File: src/rtl/ascon_stream_driver.sv
// Host-side byte-stream front end for an ASCON-128 core: packs AD/PT bytes into
// padded 64-bit blocks, paces the core handshake, and returns ciphertext and tag.
module ascon_stream_driver #(
  parameter int INIT_WAIT = 16,
  parameter int BLK_WAIT  = 8,
  parameter int TIMEOUT   = 64
) (
  input  logic         clock_i,
  input  logic         resetb_i,
  input  logic         start_i,
  input  logic [127:0] key_i,
  input  logic [127:0] nonce_i,
  input  logic         msg_valid_i,
  output logic         msg_ready_o,
  input  logic [7:0]   msg_byte_i,
  input  logic         msg_is_ad_i,
  input  logic         msg_last_i,
  output logic [127:0] key_o,
  output logic [127:0] nonce_o,
  output logic         start_o,
  output logic         data_valid_o,
  output logic [63:0]  data_xor_up_o,
  input  logic         cipher_valid_i,
  input  logic [63:0]  cipher_i,
  input  logic         end_i,
  input  logic [127:0] tag_i,
  output logic         ct_valid_o,
  output logic [63:0]  ct_data_o,
  output logic [3:0]   ct_bytes_o,
  output logic         tag_valid_o,
  output logic [127:0] tag_o,
  output logic         busy_o,
  output logic         error_o
);

  typedef enum logic [2:0] {
    S_IDLE, S_INIT, S_FILL, S_SEND, S_WAIT_AD, S_WAIT_CT, S_WAIT_END
  } state_t;

  // Descriptor of the block currently held on data_xor_up_o.
  typedef struct packed {
    logic       is_ad;
    logic       last;    // final PT block: after its ciphertext, wait for end_i
    logic [3:0] nbytes;  // PT payload bytes (0 for pad block / AD)
  } blk_t;

  localparam int TW = $clog2(INIT_WAIT + BLK_WAIT + TIMEOUT);

  state_t         state, state_d;
  logic [TW-1:0]  tmr;
  logic [63:0]    acc_q;
  logic [2:0]     bcnt;
  blk_t           blk;
  logic           pt_started, pad_pending, pad_is_ad;

  logic           take, ad_err, closes, tmo, err_set;
  logic [3:0]     nb;
  logic [63:0]    acc_nx, pad_blk;

  function automatic logic [63:0] byte_mask(input logic [3:0] n);
    logic [63:0] m;
    m = '0;
    for (int k = 0; k < 8; k++)
      m[63-8*k -: 8] = (k < int'(n)) ? 8'hff : 8'h00;
    return m;
  endfunction

  assign msg_ready_o  = (state == S_FILL) && !pad_pending;
  assign data_valid_o = (state == S_SEND);
  assign busy_o       = (state != S_IDLE);

  assign take    = msg_valid_i && msg_ready_o;
  assign ad_err  = take && msg_is_ad_i && pt_started;
  assign closes  = take && !ad_err && ((bcnt == 3'd7) || msg_last_i);
  assign nb      = {1'b0, bcnt} + 4'd1;
  assign acc_nx  = acc_q | ({56'd0, msg_byte_i} << (6'd56 - {bcnt, 3'b000}));
  // Pad byte lands right after the last payload byte; full blocks get no pad here.
  assign pad_blk = (nb == 4'd8) ? acc_nx
                 : acc_nx | (64'h80 << (6'd48 - {bcnt, 3'b000}));
  assign tmo     = (tmr == TW'(TIMEOUT - 1));

  always_comb begin
    state_d = state;
    err_set = 1'b0;
    case (state)
      S_IDLE:    if (start_i) state_d = S_INIT;
      S_INIT:    if (tmr == TW'(INIT_WAIT - 1)) state_d = S_FILL;
      S_FILL: begin
        if (ad_err) begin
          err_set = 1'b1;
          state_d = S_IDLE;
        end else if (pad_pending || closes) begin
          state_d = S_SEND;
        end
      end
      S_SEND:    state_d = blk.is_ad ? S_WAIT_AD : S_WAIT_CT;
      S_WAIT_AD: begin
        if (cipher_valid_i) begin
          err_set = 1'b1;
          state_d = S_IDLE;
        end else if (tmr == TW'(BLK_WAIT - 1)) begin
          state_d = S_FILL;
        end
      end
      S_WAIT_CT: begin
        if (cipher_valid_i) state_d = blk.last ? S_WAIT_END : S_FILL;
        else if (tmo) begin
          err_set = 1'b1;
          state_d = S_IDLE;
        end
      end
      S_WAIT_END: begin
        if (end_i) state_d = S_IDLE;
        else if (tmo) begin
          err_set = 1'b1;
          state_d = S_IDLE;
        end
      end
      default:   state_d = S_IDLE;
    endcase
  end

  always_ff @(posedge clock_i) begin
    if (!resetb_i) state <= S_IDLE;
    else           state <= state_d;
  end

  always_ff @(posedge clock_i) begin
    if (!resetb_i) begin
      tmr           <= '0;
      acc_q         <= '0;
      bcnt          <= '0;
      blk           <= '0;
      pt_started    <= 1'b0;
      pad_pending   <= 1'b0;
      pad_is_ad     <= 1'b0;
      key_o         <= '0;
      nonce_o       <= '0;
      start_o       <= 1'b0;
      data_xor_up_o <= '0;
      ct_valid_o    <= 1'b0;
      ct_data_o     <= '0;
      ct_bytes_o    <= '0;
      tag_valid_o   <= 1'b0;
      tag_o         <= '0;
      error_o       <= 1'b0;
    end else begin
      start_o     <= 1'b0;
      ct_valid_o  <= 1'b0;
      tag_valid_o <= 1'b0;
      tmr         <= (state_d != state) ? '0 : tmr + 1'b1;
      if (err_set) error_o <= 1'b1;
      case (state)
        S_IDLE: if (start_i) begin
          key_o       <= key_i;
          nonce_o     <= nonce_i;
          error_o     <= 1'b0;
          start_o     <= 1'b1;
          acc_q       <= '0;
          bcnt        <= '0;
          pt_started  <= 1'b0;
          pad_pending <= 1'b0;
        end
        S_FILL: begin
          if (pad_pending) begin
            data_xor_up_o <= 64'h8000_0000_0000_0000;
            blk           <= '{is_ad: pad_is_ad, last: !pad_is_ad, nbytes: 4'd0};
            pad_pending   <= 1'b0;
          end else if (take && !ad_err) begin
            if (!msg_is_ad_i) pt_started <= 1'b1;
            if (closes) begin
              data_xor_up_o <= pad_blk;
              blk           <= '{is_ad:  msg_is_ad_i,
                                 last:   !msg_is_ad_i && msg_last_i && (nb != 4'd8),
                                 nbytes: msg_is_ad_i ? 4'd0 : nb};
              // A phase ending on a full block still owes a pure-padding block.
              pad_pending   <= msg_last_i && (nb == 4'd8);
              pad_is_ad     <= msg_is_ad_i;
              acc_q         <= '0;
              bcnt          <= '0;
            end else begin
              acc_q <= acc_nx;
              bcnt  <= bcnt + 3'd1;
            end
          end
        end
        S_WAIT_CT: if (cipher_valid_i) begin
          ct_valid_o <= 1'b1;
          ct_data_o  <= cipher_i & byte_mask(blk.nbytes);
          ct_bytes_o <= blk.nbytes;
        end
        S_WAIT_END: if (end_i) begin
          tag_o       <= tag_i;
          tag_valid_o <= 1'b1;
        end
        default: ;
      endcase
    end
  end

endmodule

File: config.mk
export PLATFORM = sky130hd
export DESIGN_NAME = ascon_stream_driver
export DESIGN_NICKNAME = d
export VERILOG_FILES = /design/src/rtl/ascon_stream_driver.sv
export SDC_FILE = /design/constraint.sdc
export NUM_CORES = 1
export LEC_CHECK = 0
export ABC_AREA = 1
export ABC_CLOCK_PERIOD_IN_PS = 1690
export CAP_MARGIN = 40
export CORE_AREA = 2 2 383 385
export CTS_BUF_LIST = sky130_fd_sc_hd__clkbuf_8
export CTS_CLUSTER_DIAMETER = 60
export CTS_CLUSTER_SIZE = 14
export DETAILED_ROUTE_END_ITERATION = 7
export DIE_AREA = 0 0 385 387
export PLACE_DENSITY = 0.33
export SLEW_MARGIN = 10
export SYNTH_ARGS = -nofsm -noshare
export SYNTH_HDL_FRONTEND = slang
export SYNTH_SLANG_ARGS = --single-unit
File: constraint.sdc
create_clock -name clock_i -period 1.69 [get_ports clock_i]
set_input_delay 0.169 -clock clock_i [delete_from_list [all_inputs] [get_ports clock_i]]
set_output_delay 0.169 -clock clock_i [all_outputs]
set_load 0.01 [all_outputs]
==> flow_metrics.py, run 1 <==
metrics = {
    "grt": {
        "grt-ovfl-total": 0,
        "grt_antenna_before_repair": 22,
        "grt_first_pass_wirelength_um": 172000,
        "grt_usage": 0.158,
        "grt_max_degree": 88,
        "grt_pass1_vias": 23200,
    },
    "sta": {
        "slew-limit-headroom": 0.609,
        "fin_crit_sh": 1.18,
        "worst_slack_ns": -0.297,
        "holdWs_ns": 0.124,
        "min_period_ns": 1.99,
        "tns_ns": -67.47,
        "hold_viol": 0,
        "rsz0062_at_grt": "true",
        "setup_viol": 389,
        "fin_worst_skew_ns": 0.0704,
        "finalMaxSlewViolations": 0,
        "max_freq_mhz": 503,
        "worst_slew_pin_slew_ns": 0.586,
    },
    "critical_path": {
        "path_max_fanout": 7,
        "start_kind": "register",
        "critical_path_class": "reg -> reg",
        "end_kind": "register",
        "r2r_end": "acc_q[63]$_SDFFE_PN0P_",
        "ff2ff_path_depth": 12,
        "required_ns": 2.33,
        "r2r_slack_ns": -0.30,
        "timing.rr.start": "state[0]$_SDFF_PN0_",
        "crit_arrival_ns": 2.63,
    },
    "drt": {
        "met3WireLength_um": 8860,
        "met2_wirelength_um": 62600,
        "top_layer": "met5",
        "first_pass_iters": 4,
        "drt-total-wl_um": 132000,
        "drc_errors": 0,
        "ant_nets": 0,
        "wire_per_inst_um": 22.1,
        "wl_met1_um": 55600,
        "drt_iter0_markers": 957,
        "num_vias": 23400,
        "viasPerCell": 3.92,
    },
    "clock_tree": {
        "clkLatencyLatePin_ns": 0.81,
        "cts_root_buffer": "clkbuf_8",
        "cts_tree": "built",
        "cts.sinks": 606,
        "ctsHtreeMaxLevel": 3,
        "clkSlewWorstSetupHoldPaths_ns": 0.10,
        "numCtsBuffers": 91,
        "cts_buffer_depth": 3,
    },
    "yosys": {
        "yosysTopAreaCell": "dfxtp_1",
        "synth-main-ff-cell": "dfxtp_1",
        "synthCells": 2291,
        "yosysSeqAreaShare": 0.570,
        "synth_top_area_share": 0.570,
        "syn-mean-instance-area_um2": 9.28,
        "synth_nets": 2762,
        "synth_edf_count": 0,
        "ys_types": 47,
        "synth_seq_cells": 606,
        "yosys_warnings": 0,
        "syn_area_um2": 21300,
        "synth-async-reset-ratio": 0,
        "synthTopCellsByArea": "dfxtp_1, a22o_1, a21oi_1",
    },
    "finish": {
        "area_growth_syn_to_layout_pct": 109,
        "final_area_um2": 44600,
        "fill_cells": 15200,
        "drive_gt1_frac": 0.273,
        "final_nets": 4427,
    },
    "floorplan": {
        "dieHeight_um": 387,
        "fp.dieW_um": 385,
        "rows": 140,
        "io_pins": 987,
        "core_um2": 145000,
        "dieArea_um2": 149000,
        "initial_utilization": 0.147,
    },
    "power_and_ir_drop": {
        "ir_drop_uv": 506,
        "p_sw_mw": 10.2,
        "power_frac_comb": 0.163,
        "total_power_mw": 35.7,
        "cellPowerDensity_nw_per_um2": 802,
        "leakagePower_nw": 17.6,
        "clkPwrFrac": 0.417,
        "intPower_mw": 25.5,
        "netSwitchingFraction": 0.287,
        "power.share.sequential": 0.420,
    },
    "min_path": {
        "min_path_type": "in -> reg",
        "min_path_cells": 3,
        "hold_start": "tag_i[80]",
        "hold_path_end": "tag_o[80]$_SDFFE_PN0P_",
    },
    "place": {
        "gp_congestion": 0.785,
        "place_area_um2": 34500,
        "numPortBuffers": 986,
        "place_ws_ns": -0.341,
        "post-dp-hpwl_um": 89700,
    },
    "run": {
        "drv_cap": 0,
    },
    "status": {
        "violations": "setup timing",
        "status": "finished, violations left",
    },
}
[worst max path at each step]
stage                    startpoint                         end  slack (ns)  depth (start not counted)
6_report        state[0]$_SDFF_PN0_      acc_q[63]$_SDFFE_PN0P_       -0.30                         12
2_1_floorplan  bcnt[0]$_SDFFE_PN0P_      acc_q[62]$_SDFFE_PN0P_        0.04                         11
4_1_cts         state[0]$_SDFF_PN0_                data_valid_o       -0.38                          5
5_1_grt         state[2]$_SDFF_PN0_                data_valid_o       -0.38                          4
3_3_place_gp         cipher_valid_i  ct_data_o[38]$_SDFFE_PN0P_       -0.35                          7
3_5_place_dp         cipher_valid_i  ct_data_o[37]$_SDFFE_PN0P_       -0.34                          7
[cells by family after synthesis]
logic type | synth area share
compound gates | 0.245
fa+ha+maj | 0.00412
buf+inv | 0.0717
flops | 0.570
simple gates | 0.106
xor+xnor | 0.00247
[cells in the final DEF, fill, tap and decap left out, types with 142 or more instances in the layout]
| master | n |
|---|---|
| dfxtp_1 | 561 |
| nand2_1 | 169 |
| dlygate4sd3_1 | 436 |
| buf_2 | 142 |
| o21ai_0 | 147 |
| buf_4 | 155 |
| a21oi_1 | 211 |
| inv_1 | 157 |
| clkdlybuf4s15_2 | 163 |
| clkdlybuf4s50_1 | 462 |
| a22o_1 | 256 |
[cell usage after synthesis (all sizes together) (7+ instances only)]
cell and n:
o21bai 30, clkbuf 80, nor2 77, buf 100, or2 23, inv 169
a21oi 280, dfxtp 606, nand3 144, nand2 249, ha 7, a21o 8
o21ai 204, a31oi 11, nor3 8, a22o 256, a22oi 8
[flip-flops by register name, indices dropped and copies added, names as in the netlist, 6 cells and up]
| register | count |
|---|---|
| ct_data_o | 64 |
| key_o | 128 |
| nonce_o | 128 |
| blk | 6 |
| acc_q | 64 |
| data_xor_up_o | 64 |
| tmr | 7 |
| tag_o | 128 |
[worst max-delay path: stages, from the launching register on]
cell and delay, ns:
dfxtp_4 0.36, buf_6 0.12, nor3_4 0.21, buf_6 0.13
nand2_4 0.05, buf_6 0.11, buf_8 0.12, nand2_8 0.11
clkinvlp_4 0.15, buf_12 0.18, clkbuf_16 0.18, nand2_2 0.06
a21oi_1 0.06
[layer usage]
metal	global-route usage	up-vias
li1	-	11300
met1	0.190	11100
met2	0.264	704
met3	0.0496	195
met4	0.0548	8
met5	0	-
[power groups by stage]
stage | Clock, mW | Sequential (mW) | Combinational, mW
after floorplan | 0 | 15.5 | 1.04
after global placement | 0 | 15.3 | 4.09
after detailed placement | 0 | 15.3 | 4.06
after CTS | 15.6 | 15.0 | 5.11
after global routing | 16.1 | 15.1 | 6.13
final | 14.9 | 15.0 | 5.81
[area by class of cell]
class                           count  area (um2)  share of cell area
Antenna cell                       11        27.5            0.000618
Timing Repair Buffer             1750       18200               0.410
Timing Repair inverter              2        22.5            0.000505
Multi-Input combinational cell   1333        8760               0.197
Inverter                          172         724              0.0163
Tap cell                         1917        2400              0.0538
Clock inverter                     71         803              0.0180
Clock buffer                       99        1360              0.0306
Sequential cell                   606       12200               0.274
[stage by stage]
stage               utilization  cells
floorplan                     -   2291
global placement          0.238   5202
detailed placement        0.238   5202
CTS                       0.288   5858
global route              0.308   5958
finish                    0.308   5961
[timing repair]
action | 4_1_cts | 5_1_grt
setup buffers | 31 | 49
resized for setup | 1612 | 401
hold endpoints to repair | 581 | 0
gates cloned | 19 | 53
endpoints found under the setup margin | 986 | 558
hold buffers | 436 | 0
pin swaps | 30 | 68
Power figures use the tool's default switching activity.
==> run 2: changes to the inputs <==
--- a/config.mk
+++ b/config.mk
@@ -6,15 +6,15 @@
 export NUM_CORES = 1
 export LEC_CHECK = 0
 export ABC_AREA = 1
-export ABC_CLOCK_PERIOD_IN_PS = 1690
+export ABC_CLOCK_PERIOD_IN_PS = 2300
 export CAP_MARGIN = 40
-export CORE_AREA = 2 2 383 385
+export CORE_AREA = 8 8 376 378
 export CTS_BUF_LIST = sky130_fd_sc_hd__clkbuf_8
 export CTS_CLUSTER_DIAMETER = 60
 export CTS_CLUSTER_SIZE = 14
 export DETAILED_ROUTE_END_ITERATION = 7
-export DIE_AREA = 0 0 385 387
-export PLACE_DENSITY = 0.33
+export DIE_AREA = 0 0 384 386
+export PLACE_DENSITY = 0.34
 export SLEW_MARGIN = 10
 export SYNTH_ARGS = -nofsm -noshare
 export SYNTH_HDL_FRONTEND = slang
==> constraint.sdc (replaced) <==
create_clock -name clock_i -period 2.3 [get_ports clock_i]
set_input_delay 0.23 -clock clock_i [delete_from_list [all_inputs] [get_ports clock_i]]
set_output_delay 0.23 -clock clock_i [all_outputs]
set_load 0.01 [all_outputs]
==> run 2 against run 1 <==
  * The run now ends clean
  * Power down 29%
  * Wire length down 8.1%
  * Count of clock-buffer cells in the layout up 10
  * Cell count is 8.7% lower
  * Die area is 0.52% lower
  * Sequential share of layout area grew 3.9 points
  * Non-clock buffer count decreased by 382
  * First-iteration DRC count up 7.0%
  * Via count down 8.4%
  * Clock skew decreased by 0.016 ns
  * Clock power shrank 25%
  * Critical path depth shrank 11
  * Critical endpoint is now ct_data_o[42]
==> flow_metrics.py, run 2 (same netlist as run 1, synthesis figures left out) <==
metrics = {
    "clock_tree": {
        "cts_setup_buffers": 0,
        "cts_buffer_depth": 3,
        "numCtsBuffers": 91,
        "clkSlewWorstSetupHoldPaths_ns": 0.08,
        "cts_root_buffer": "clkbuf_8",
        "clkLatencyLatePin_ns": 0.78,
        "cts_tree": "built",
        "cts.sinks": 606,
        "ctsHtreeMaxLevel": 3,
    },
    "drt": {
        "viasPerCell": 3.94,
        "drt-total-wl_um": 121000,
        "drt_iter0_markers": 1024,
        "wire_per_inst_um": 22.2,
        "ant_nets": 0,
        "drc_errors": 0,
        "num_vias": 21400,
        "first_pass_iters": 5,
    },
    "min_path": {
        "min_path_type": "in -> reg",
    },
    "grt": {
        "grt_antenna_before_repair": 26,
        "grt-ovfl-total": 0,
        "grt_pass1_vias": 21800,
        "grt_usage": 0.153,
        "grt_max_degree": 181,
        "grt_first_pass_wirelength_um": 166000,
    },
    "place": {
        "numPortBuffers": 986,
        "place_ws_ns": 0.153,
        "gp_congestion": 0.773,
        "post-dp-hpwl_um": 91500,
    },
    "sta": {
        "max_freq_mhz": 472,
        "finalMaxSlewViolations": 0,
        "slew-limit-headroom": 0.443,
        "fin_crit_sh": 0.921,
        "rsz0062_at_grt": "false",
        "setup_viol": 0,
        "tns_ns": 0,
        "min_period_ns": 2.12,
        "worst_slack_ns": 0.183,
        "fin_worst_skew_ns": 0.0546,
        "hold_viol": 0,
        "holdWs_ns": 0.124,
        "worst_slew_pin_slew_ns": 0.835,
    },
    "critical_path": {
        "slowest_delay_ns": 0.78,
        "critical_path_class": "reg -> out",
        "cp_cell_sequence": "clkdlybuf4s50_1",
        "crit_path_top_delay_cell": "clkdlybuf4s50_1",
        "start_kind": "register",
        "required_ns": 2.07,
        "path_max_fanout": 2,
        "critPathBufInv": 1,
        "end_kind": "output port",
        "path_delay_family": "buffers and inverters",
        "crit_arrival_ns": 1.89,
    },
    "power_and_ir_drop": {
        "ir_drop_uv": 385,
        "cellPowerDensity_nw_per_um2": 658,
        "leakagePower_nw": 14.1,
        "total_power_mw": 25.5,
    },
    "floorplan": {
        "io_pins": 987,
        "dieHeight_um": 386,
        "initial_utilization": 0.158,
        "dieArea_um2": 148000,
        "core_um2": 135000,
        "fp.dieW_um": 384,
        "rows": 135,
    },
    "finish": {
        "area_growth_syn_to_layout_pct": 82.2,
        "drive_gt1_frac": 0.0713,
        "mostFrequentLayoutCells": "clkdlybuf4s50_1, dfxtp_1, dlygate4sd3_1",
        "fill_cells": 14300,
        "final_common_cell": "clkdlybuf4s50_1",
        "final_nets": 4043,
        "largest_registers": "key_o: 128 flops, nonce_o: 128 flops, tag_o: 128 flops",
        "seq_area_um2": 12100,
        "multi_input_comb_area_um2": 7640,
    },
    "status": {
        "status": "complete, no violations",
    },
    "run": {
        "drv_cap": 0,
    },
}
[run 2: cell count changes in the layout (fill, tap and decap cells not counted), sizes merged]
cell,change
clkdlybuf4s50,+520
dlygate4sd2,-93
diode,+2
clkdlybuf4s15,-281
clkinvlp,+1
clkbuf,-26
clkinv,-12
inv,-6
bufinv,+4
buf,-374
dlygate4sd3,-118
[run 2: layer usage]
| metal | up-vias | part of all wire | wire length (um) | track usage |
|---|---|---|---|---|
| met2 | 705 | 0.48 | 58400 | 0.259 |
| met4 | 22 | 0.032 | 3870 | 0.0497 |
| met1 | 9989 | 0.39 | 47500 | 0.174 |
| met5 | - | 0.0010 | 122 | 0 |
| li1 | 10500 | - | - | - |
| met3 | 191 | 0.091 | 11000 | 0.0632 |
[run 2: path summary, 6_finish.rpt]
kind	slack, ns	endpoint	depth (start not counted)	startpoint
max	0.18	ct_data_o[42]	1	ct_data_o[42]$_SDFFE_PN0P_
min	0.12	nonce_o[126]$_SDFFE_PN0P_	2	nonce_i[126]
max reg2reg	0.33	acc_q[12]$_SDFFE_PN0P_	9	state[0]$_SDFF_PN0_
min reg2reg	0.44	tag_o[8]$_SDFFE_PN0P_	2	tag_o[8]$_SDFFE_PN0P_
[run 2: final cells by class]
cell class / count / share of cell area
timing repair buffer: 1368 / 0.357
sequential: 606 / 0.313
multi-input combinational: 1333 / 0.197
tap: 1781 / 0.0575
clock buffer: 109 / 0.0387
clock inverter: 60 / 0.0192
inverter: 172 / 0.0170
antenna: 13 / 0.000839
[run 2: what timing repair did]
action / 4_1_cts / 5_1_grt
setup endpoints to repair: 3 / 2
hold buffers: 318 / 0
endpoints found under the hold margin: 327 / 0
gates resized for setup: 12 / 5
[run 2: stage by stage]
| step | instance area, um2 | utilization | std cells |
|---|---|---|---|
| finish | 38800 | 0.287 | 5442 |
| global route | 38700 | 0.287 | 5435 |
| detailed placement | 33300 | 0.247 | 4942 |
| floorplan | 21300 | - | 2291 |
| CTS | 38700 | 0.287 | 5429 |
| global placement | 33300 | 0.247 | 4941 |
[run 2: power by group]
| group | internal [mW] | switching, mW | leakage, nW | total (mW) |
|---|---|---|---|---|
| combinational | 1.93 | 1.38 | 8.00 | 3.31 |
| sequential | 10.8 | 0.190 | 4.93 | 11.0 |
| clock | 6.03 | 5.12 | 1.13 | 11.2 |
==> run 3: changes to the inputs <==
--- a/config.mk
+++ b/config.mk
@@ -14,7 +14,6 @@
 export CTS_CLUSTER_SIZE = 14
 export DETAILED_ROUTE_END_ITERATION = 7
 export DIE_AREA = 0 0 384 386
-export PLACE_DENSITY = 0.34
 export SLEW_MARGIN = 10
 export SYNTH_ARGS = -nofsm -noshare
 export SYNTH_HDL_FRONTEND = slang
==> run 3 against run 2 <==
  * Sequential cell count stayed put
  * Critical path depth is 4 higher
  * First-iteration DRC count is 57% higher
  * Via count up 2.9%
  * Worst hold slack lost 0.026 ns
  * Power fell by 7.8%
  * Setup slack worse by 0.091 ns
  * Utilization fell by 0.78 points
  * Wire length down 1.5%
  * Critical endpoint is now ct_data_o[54]$_SDFFE_PN0P_
  * Largest cell class unchanged
==> flow_metrics.py, run 3 (same netlist as run 1, synthesis figures left out) <==
metrics = {
    "status": {
        "status": "complete, no violations",
    },
    "critical_path": {
        "r2r_end": "ct_data_o[54]$_SDFFE_PN0P_",
        "ff2ff_path_depth": 5,
        "required_ns": 2.96,
        "crit_path_top_delay_cell": "nand2_1",
        "startpoint": "blk[3]$_SDFFE_PN0P_",
        "end_kind": "register",
        "slowest_delay_ns": 0.70,
        "critical_path_class": "reg -> reg",
        "cp_cell_sequence": "buf_4, nor2_1, nand2_1, nand3_1, nand2_1",
        "timing.rr.start": "blk[3]$_SDFFE_PN0P_",
        "critPathCapture": "ct_data_o[54]$_SDFFE_PN0P_",
        "crit_top_cell": "nand2_1",
        "r2r_slack_ns": 0.09,
        "crit_arrival_ns": 2.87,
        "start_kind": "register",
        "path_max_fanout": 13,
    },
    "grt": {
        "grt_pass1_vias": 22100,
        "grt-ovfl-total": 0,
        "grt_first_pass_wirelength_um": 162000,
        "grt_usage": 0.149,
        "grt_antenna_before_repair": 56,
        "grt_max_degree": 157,
    },
    "drt": {
        "wl_met1_um": 47500,
        "num_vias": 22000,
        "viasPerCell": 4.10,
        "drc_errors": 0,
        "top_layer": "met5",
        "drt_iter0_markers": 1610,
        "first_pass_iters": 7,
        "met3WireLength_um": 14400,
        "drt-total-wl_um": 119000,
        "ant_nets": 0,
        "met2_wirelength_um": 51800,
        "wire_per_inst_um": 22.2,
    },
    "floorplan": {
        "dieArea_um2": 148000,
        "fp.dieW_um": 384,
        "dieHeight_um": 386,
        "io_pins": 987,
        "rows": 135,
        "initial_utilization": 0.158,
        "core_um2": 135000,
    },
    "sta": {
        "max_freq_mhz": 453,
        "hold_viol": 0,
        "slew-limit-headroom": 0.431,
        "setup_viol": 0,
        "rsz0062_at_grt": "false",
        "finalMaxSlewViolations": 0,
        "worst_slew_pin_slew_ns": 0.854,
        "tns_ns": 0,
        "min_period_ns": 2.21,
        "fin_worst_skew_ns": 0.0316,
        "fin_crit_sh": 0.960,
    },
    "finish": {
        "multi_input_comb_area_um2": 7630,
        "final_area_um2": 37700,
        "fill_cells": 14100,
        "largest_registers": "key_o: 128 flops, nonce_o: 128 flops, tag_o: 128 flops",
        "final_nets": 3982,
        "mostFrequentLayoutCells": "clkdlybuf4s50_1, dfxtp_1, a21oi_1",
        "area_growth_syn_to_layout_pct": 77.2,
        "final_common_cell": "clkdlybuf4s50_1",
        "drive_gt1_frac": 0.0706,
        "seq_area_um2": 12100,
    },
    "min_path": {
        "hold_start": "cipher_i[50]",
        "min_path_type": "in -> reg",
    },
    "power_and_ir_drop": {
        "total_power_mw": 23.5,
        "p_sw_mw": 6.41,
        "netSwitchingFraction": 0.273,
        "ir_drop_uv": 527,
        "cellPowerDensity_nw_per_um2": 624,
        "power_frac_comb": 0.135,
        "leakagePower_nw": 13.6,
        "intPower_mw": 17.1,
        "clkPwrFrac": 0.395,
        "power.share.sequential": 0.470,
    },
    "clock_tree": {
        "cts.sinks": 606,
        "cts_root_buffer": "clkbuf_8",
        "numCtsBuffers": 75,
        "ctsHtreeMaxLevel": 3,
        "clkSlewWorstSetupHoldPaths_ns": 0.09,
        "clkLatencyLatePin_ns": 0.76,
        "cts_buffer_depth": 3,
        "cts_tree": "built",
        "cts_setup_buffers": 0,
    },
    "place": {
        "post-dp-hpwl_um": 91800,
        "place_area_um2": 33300,
        "gp_congestion": 0.815,
        "numPortBuffers": 986,
    },
    "run": {
        "drv_cap": 0,
    },
}
-- run 3: final cells by class --
type,instances,area share
diodes,24,0.00159
clock buffers,81,0.0296
clock inverters,52,0.0172
inverters,172,0.0174
multi-input cells,1333,0.203
flip-flops and latches,606,0.322
well taps,1781,0.0591
repair buffers,1323,0.351
-- run 3: layer usage --
metal | vias to the layer above | global-route usage
met4 | 32 | 0.0616
met5 | - | 0
met1 | 10400 | 0.180
met2 | 995 | 0.225
met3 | 223 | 0.0736
li1 | 10400 | -
-- run 3: worst min path at each step --
stage          cells after the start                          to
6_report                           3  ct_data_o[50]$_SDFFE_PN0P_
3_5_place_dp                       2      tag_o[15]$_SDFFE_PN0P_
5_1_grt                            2    nonce_o[32]$_SDFFE_PN0P_
2_1_floorplan                      2  ct_data_o[10]$_SDFFE_PN0P_
4_1_cts                            3      tag_o[24]$_SDFFE_PN0P_
3_3_place_gp                       1           tmr[0]$_SDFF_PP0_
-- run 3: timing repair --
| item | in CTS | in global routing |
|---|---|---|
| resized for setup | 12 | 0 |
| endpoints found under the setup margin | 4 | 0 |
| hold endpoints to repair | 276 | 0 |
| hold buffers | 255 | 0 |
-- run 3: per-stage QoR --
| stage | setup WS (ns) | std cells | util | hold WS (ns) |
|---|---|---|---|---|
| 2_1_floorplan | 0.655 | 2291 | - | 0.361 |
| 3_3_place_gp | 0.109 | 4960 | 0.247 | 0.430 |
| 3_5_place_dp | 0.0833 | 4960 | 0.247 | 0.435 |
| 4_1_cts | 0.0309 | 5348 | 0.279 | 0.000176 |
| 5_1_grt | 0.00763 | 5354 | 0.279 | 0.0172 |
| 6_report | 0.0916 | 5372 | 0.279 | 0.0978 |
-- run 3: critical path, delay by kind of cell, from the launching register on --
family | cells | cell delay [ns]
flops | 1 | 0.31
buf+inv | 1 | 0.19
simple gates | 4 | 1.60
-- run 3: power by group through the flow --
stage | sequential, mW | clock (mW) | combinational [mW]
2_1_floorplan | 11.4 | 0 | 0.765
3_3_place_gp | 11.3 | 0 | 2.78
3_5_place_dp | 11.3 | 0 | 2.79
4_1_cts | 11.0 | 9.65 | 3.19
5_1_grt | 11.1 | 10.0 | 3.37
6_report | 11.1 | 9.28 | 3.18
